$ cat src/rtl/rv_lsu_pkg.sv
// Shared constants, FSM state encoding and funct3 legality helper for the
// RV32I load/store bus bridge.
package rv_lsu_pkg;

  localparam int LSU_BE_W = 4;

  localparam logic [2:0] LSU_B  = 3'b000;
  localparam logic [2:0] LSU_H  = 3'b001;
  localparam logic [2:0] LSU_W  = 3'b010;
  localparam logic [2:0] LSU_BU = 3'b100;
  localparam logic [2:0] LSU_HU = 3'b101;

  typedef enum logic [1:0] {
    LSU_IDLE        = 2'd0,
    LSU_WAIT_GNT    = 2'd1,
    LSU_WAIT_RVALID = 2'd2,
    LSU_DONE        = 2'd3
  } lsu_state_e;

  // Unsigned variants only make sense for loads.
  function automatic logic lsu_funct3_legal(input logic [2:0] funct3, input logic we);
    logic ok;
    case (funct3)
      LSU_B, LSU_H, LSU_W: ok = 1'b1;
      LSU_BU, LSU_HU:      ok = ~we;
      default:             ok = 1'b0;
    endcase
    return ok;
  endfunction

endpackage

$ cat src/rtl/rv_lsu_align.sv
// Combinational lane logic: byte enables, store replication, alignment
// checking and load lane selection with sign/zero extension.
module rv_lsu_align
  import rv_lsu_pkg::*;
#(
  parameter int DATA_WIDTH = 32
) (
  input  logic                  we_i,
  input  logic [2:0]            funct3_i,
  input  logic [1:0]            addr_lo_i,
  input  logic [DATA_WIDTH-1:0] wdata_i,
  input  logic [DATA_WIDTH-1:0] rdata_i,
  output logic [LSU_BE_W-1:0]   be_o,
  output logic [DATA_WIDTH-1:0] wdata_o,
  output logic                  misaligned_o,
  output logic [DATA_WIDTH-1:0] rdata_o
);

  logic [7:0]  byte_s;
  logic [15:0] half_s;
  logic        align_err_s;

  // Request side: enables, replicated store lanes and the legality flag.
  always_comb begin
    be_o        = 4'b0000;
    wdata_o     = wdata_i;
    align_err_s = 1'b0;
    case (funct3_i[1:0])
      2'b00: begin
        be_o    = 4'b0001 << addr_lo_i;
        wdata_o = {4{wdata_i[7:0]}};
      end
      2'b01: begin
        be_o        = 4'b0011 << {addr_lo_i[1], 1'b0};
        wdata_o     = {2{wdata_i[15:0]}};
        align_err_s = addr_lo_i[0];
      end
      2'b10: begin
        be_o        = 4'b1111;
        wdata_o     = wdata_i;
        align_err_s = (addr_lo_i != 2'b00);
      end
      default: begin
        be_o        = 4'b0000;
        wdata_o     = wdata_i;
        align_err_s = 1'b0;
      end
    endcase
    misaligned_o = align_err_s | ~lsu_funct3_legal(funct3_i, we_i);
  end

  // Response side: pick the addressed lane, then extend per funct3.
  always_comb begin
    case (addr_lo_i)
      2'b00:   byte_s = rdata_i[7:0];
      2'b01:   byte_s = rdata_i[15:8];
      2'b10:   byte_s = rdata_i[23:16];
      2'b11:   byte_s = rdata_i[31:24];
      default: byte_s = rdata_i[7:0];
    endcase
    if (addr_lo_i[1]) begin
      half_s = rdata_i[31:16];
    end else begin
      half_s = rdata_i[15:0];
    end
    case (funct3_i)
      LSU_B:   rdata_o = {{(DATA_WIDTH-8){byte_s[7]}}, byte_s};
      LSU_BU:  rdata_o = {{(DATA_WIDTH-8){1'b0}}, byte_s};
      LSU_H:   rdata_o = {{(DATA_WIDTH-16){half_s[15]}}, half_s};
      LSU_HU:  rdata_o = {{(DATA_WIDTH-16){1'b0}}, half_s};
      LSU_W:   rdata_o = rdata_i;
      default: rdata_o = {DATA_WIDTH{1'b0}};
    endcase
  end

endmodule

$ cat src/rtl/rv_lsu_bus_bridge.sv
// Load/store unit bridging the core's DMEM port onto a req/gnt/rvalid bus,
// stalling the core until the response has been captured.
module rv_lsu_bus_bridge
  import rv_lsu_pkg::*;
#(
  parameter int DATA_WIDTH = 32,
  parameter int ADDR_WIDTH = 32
) (
  input  logic                  clk,
  input  logic                  rst_n,
  input  logic                  lsu_req_i,
  input  logic                  lsu_we_i,
  input  logic [2:0]            lsu_funct3_i,
  input  logic [ADDR_WIDTH-1:0] lsu_addr_i,
  input  logic [DATA_WIDTH-1:0] lsu_wdata_i,
  output logic [DATA_WIDTH-1:0] lsu_rdata_o,
  output logic                  lsu_stall_o,
  output logic                  lsu_misaligned_o,
  output logic                  lsu_err_o,
  output logic                  bus_req_o,
  input  logic                  bus_gnt_i,
  output logic [ADDR_WIDTH-1:0] bus_addr_o,
  output logic                  bus_we_o,
  output logic [LSU_BE_W-1:0]   bus_be_o,
  output logic [DATA_WIDTH-1:0] bus_wdata_o,
  input  logic                  bus_rvalid_i,
  input  logic [DATA_WIDTH-1:0] bus_rdata_i,
  input  logic                  bus_err_i
);

  lsu_state_e            state_q;
  logic [DATA_WIDTH-1:0] rdata_q;
  logic                  err_q;

  logic [LSU_BE_W-1:0]   be_s;
  logic [DATA_WIDTH-1:0] wdata_s;
  logic [DATA_WIDTH-1:0] load_ext_s;
  logic                  misaligned_s;
  logic                  start_s;

  rv_lsu_align #(
    .DATA_WIDTH (DATA_WIDTH)
  ) u_align (
    .we_i         (lsu_we_i),
    .funct3_i     (lsu_funct3_i),
    .addr_lo_i    (lsu_addr_i[1:0]),
    .wdata_i      (lsu_wdata_i),
    .rdata_i      (bus_rdata_i),
    .be_o         (be_s),
    .wdata_o      (wdata_s),
    .misaligned_o (misaligned_s),
    .rdata_o      (load_ext_s)
  );

  assign start_s = lsu_req_i & ~misaligned_s;

  // The core holds its request stable while stalled, so the bus-side
  // attributes can be driven straight from it in every state.
  assign bus_req_o        = rst_n & start_s &
                            ((state_q == LSU_IDLE) | (state_q == LSU_WAIT_GNT));
  assign bus_addr_o       = {lsu_addr_i[ADDR_WIDTH-1:2], 2'b00};
  assign bus_we_o         = lsu_we_i;
  assign bus_be_o         = be_s;
  assign bus_wdata_o      = wdata_s;
  assign lsu_stall_o      = start_s & (state_q != LSU_DONE);
  assign lsu_misaligned_o = lsu_req_i & misaligned_s;
  assign lsu_rdata_o      = (state_q == LSU_DONE) ? rdata_q : {DATA_WIDTH{1'b0}};
  assign lsu_err_o        = (state_q == LSU_DONE) & err_q;

  // Transaction FSM plus capture of the extended load result and error.
  always_ff @(posedge clk or negedge rst_n) begin
    if (!rst_n) begin
      state_q <= LSU_IDLE;
      rdata_q <= {DATA_WIDTH{1'b0}};
      err_q   <= 1'b0;
    end else begin
      case (state_q)
        LSU_IDLE: begin
          if (start_s) begin
            state_q <= bus_gnt_i ? LSU_WAIT_RVALID : LSU_WAIT_GNT;
          end else begin
            state_q <= LSU_IDLE;
          end
        end
        LSU_WAIT_GNT: begin
          if (bus_gnt_i) begin
            state_q <= LSU_WAIT_RVALID;
          end else begin
            state_q <= LSU_WAIT_GNT;
          end
        end
        LSU_WAIT_RVALID: begin
          if (bus_rvalid_i) begin
            state_q <= LSU_DONE;
            err_q   <= bus_err_i;
            rdata_q <= (bus_err_i | lsu_we_i) ? {DATA_WIDTH{1'b0}} : load_ext_s;
          end else begin
            state_q <= LSU_WAIT_RVALID;
          end
        end
        LSU_DONE: begin
          state_q <= LSU_IDLE;
        end
        default: begin
          state_q <= LSU_IDLE;
        end
      endcase
    end
  end

endmodule
$ cat config.mk
export PLATFORM = sky130hd
export DESIGN_NAME = rv_lsu_bus_bridge
export DESIGN_NICKNAME = d
export VERILOG_FILES = /design/src/rtl/rv_lsu_pkg.sv /design/src/rtl/rv_lsu_align.sv /design/src/rtl/rv_lsu_bus_bridge.sv
export SDC_FILE = /design/constraint.sdc
export NUM_CORES = 1
export LEC_CHECK = 0
export ABC_AREA = 1
export BUFFER_PORTS_ARGS = -buffer_cell sky130_fd_sc_hd__buf_2
export CAP_MARGIN = 20
export CORE_ASPECT_RATIO = 1.75
export CORE_MARGIN = 5
export CORE_UTILIZATION = 45
export DETAILED_ROUTE_END_ITERATION = 7
export PLACE_DENSITY = 0.81
export SLEW_MARGIN = 10
export SYNTH_ARGS = -nofsm -noshare
export SYNTH_HDL_FRONTEND = slang
export SYNTH_HIERARCHICAL = 1
export SYNTH_SLANG_ARGS = --single-unit
$ cat constraint.sdc
create_clock -name clk -period 1.8 [get_ports clk]
set_clock_uncertainty 0.2 [all_clocks]
set_input_delay 0.09 -clock clk [delete_from_list [all_inputs] [get_ports clk]]
set_output_delay 0.09 -clock clk [all_outputs]
set_load 0.1 [all_outputs]
==> results.toml <==
[run_status]
status = "finished, final reports clean"

[floorplanning]
rows = 42
dieHeight_um = 126
core_area_sq_mm = 0.00757
dieArea_sq_mm = 0.00968
io_pins = 211
die_w_um = 76.6
start_util_pct = 46.1

[worst_setup_path]
crit_path_max_fanout = 33
cp-start-kind = "flip-flop"
end_kind = "primary output"
path_class = "reg2out"
slowest_delay_ns = 0.41
crit_arrival_ns = 1.43
cp.required_ns = 1.51
path_cells = "nand2_1 > buf_6 > nor2_1 > buf_12"
critPathSlowestCell = "dfrtp_1"

[synthesis]
synth_area_leaders = "dfrtp_1, nand2_1, inv_1"
post-synth-top-count-cell = "nand2_1"
avgSynthCellArea_sq_um = 5.67
netlist.area_leader.share_pct = 25.1
yosys_register_bits = 35
ys_types = 25
synth_edf_count = 0
yosysSeqAreaShare_pct = 25.1
ys.flop_type = "dfrtp_1"
synth_area_sq_mm = 0.00349
synth_area_leader_cell = "dfrtp_1"
ys_warn_count = 6
synth_cells = 615
synthTopCellsByCount = "nand2_1, inv_1, nor2_1, buf_4, dfrtp_1"
async_flop_share_pct = 100

[final_layout]
fillers = 601
register_area_sq_um = 876
final_layout_size_suffix_gt1_share_pct = 28.0
multiInputGateArea_sq_mm = 0.00191
final_nets = 865
area_growth_pct = 59.6
utilization_pct = 73.6

[grt]
grt_use_total_pct = 26.7
grt_pass1_wl_mm = 20.7
grt_max_degree = 36
grt_pass1_vias = 4325
antenna_found_initial = 1
grt_overflow = 0

[drt]
drt_iter0_markers = 289
post-route-drc-count = 0
routed_wl_mm = 13.2
viasPerCell = 4.90
drtPass1Iterations = 7
ant_nets = 0
vias = 4144
routedWlPerCell_um = 15.6

[sta]
worst_pin_slew_ns = 1.01
fin_crit_ns = 1.72
tns_ns = 0
period_share_pct = 95.3
fmaxAchievable_mhz = 583
finalSetupViolCount = 0
hold_violations = 0
slew_headroom_pct = 32.6
slew_violations = 0
rsz0062_at_grt = "yes"

[worst_hold_path]
hold_class = "in2reg"

[clocking]
cts_root_buffer = "clkbuf_16"
max-clock-path-buffers = 2
cts_setup_buffers = 0
clock_latency_ns = 0.28
htreeDepth = 2
cts_buffers = 5
path_clk_slew_ns = 0.05
cts.sinks = 35
cts_tree = "built"

[power]
p_per_area_mw_per_mm2 = 828
power.leakage_nw = 2.99
ir_worst_vdd_mv = 0.585

[placed_design]
hpwl_mm = 10.3
gp_congestion = 0.966
io_buffers = 148

[job]
cap_violations = 0
[sequential cells by signal (all words and copies together), names as in the netlist]
| signal | flops |
|---|---|
| err_q | 1 |
| rdata_q | 32 |
| state_q | 2 |
[path summary, 6_finish.rpt]
kind / slack, ns / to / cells after the start / startpoint
setup / recovery: 0.08 / lsu_rdata_o[5] / 4 / state_q[0]
hold / removal: 0.02 / state_q[0] / 5 / lsu_req_i
setup reg to reg: 0.28 / rdata_q[12] / 4 / state_q[1]
hold reg to reg: 0.28 / rdata_q[29] / 2 / rdata_q[29]
max in group asynchronous: 0.88 / rdata_q[24] / 3 / rst_n
min in group asynchronous: 0.20 / state_q[1] / 3 / rst_n
[metrics by stage]
stage,instance area (sq um),total power [mW],worst slack (ns),hold WS [ns],instances
after global placement,5040,3.23,0.00386,-0.0296,803
after global routing,5570,4.82,-0.00314,0.0362,845
after CTS,5550,4.60,0.00377,0.0400,844
after detailed placement,5040,3.28,-0.0301,-0.0193,803
after floorplan,3720,2.97,-0.551,-0.406,616
final,5570,4.61,0.0849,0.0172,845
[critical path, delay by kind of cell, from the launching register on]
kind          cells  cell delay, ns
buf+inv           2            0.41
flops             1            0.41
simple gates      2            0.30
[cell type report]
class	count	area share, %
Antenna cell	1	0.0450
Timing Repair Buffer	196	36.4
Sequential cell	35	15.7
Clock buffer	5	2.25
Tap cell	88	1.98
Clock inverter	3	0.787
Inverter	123	8.45
Multi-Input combinational cell	394	34.3
[power by group]
part	switching (mW)	leakage (nW)	total (mW)	internal [mW]
logic	1.84	2.43	2.54	0.702
clock network	0.343	0.0838	0.996	0.652
registers	0.111	0.479	1.07	0.959
total	2.30	2.99	4.61	2.31
[routing by layer]
layer  global-route usage [%]  part of all wire, %
met1                     25.1                   32
met2                     50.2                   54
met3                     8.16                   10
met4                     14.6                  4.5
met5                        0                    0
[logic make-up after synthesis]
group / synth area share, %
compound gates: 9.15
fa+ha+maj: 1.43
buf+inv: 26.5
flops: 25.1
other cells: 0.108
simple gates: 37.7
[placed cells by master (no fill, tap or decap), types with 3 or more instances in the layout]
cell type | netlist | final
a21oi_1 | 29 | 28
buf_12 | 0 | 56
buf_2 | 11 | 92
buf_4 | 44 | 14
clkbuf_16 | 0 | 5
dfrtp_1 | 35 | 35
dlygate4sd3_1 | 0 | 33
inv_1 | 120 | 116
inv_2 | 3 | 4
nand2_1 | 213 | 212
nand2_4 | 2 | 3
nand3_1 | 11 | 11
nor2_1 | 95 | 89
nor2_2 | 1 | 4
nor2_4 | 2 | 5
o21ai_1 | 0 | 8
o21ai_2 | 1 | 3
o21ai_4 | 0 | 8
o22ai_1 | 8 | 8
[repair_timing]
| item | 4_1_cts | 5_1_grt |
|---|---|---|
| endpoints found under the setup margin | 1 | 32 |
| gates resized for setup | 1 | 7 |
| endpoints found under the hold margin | 68 | 0 |
| pin swaps | 0 | 1 |
| hold buffers | 33 | 0 |
Power figures use the tool's default switching activity.
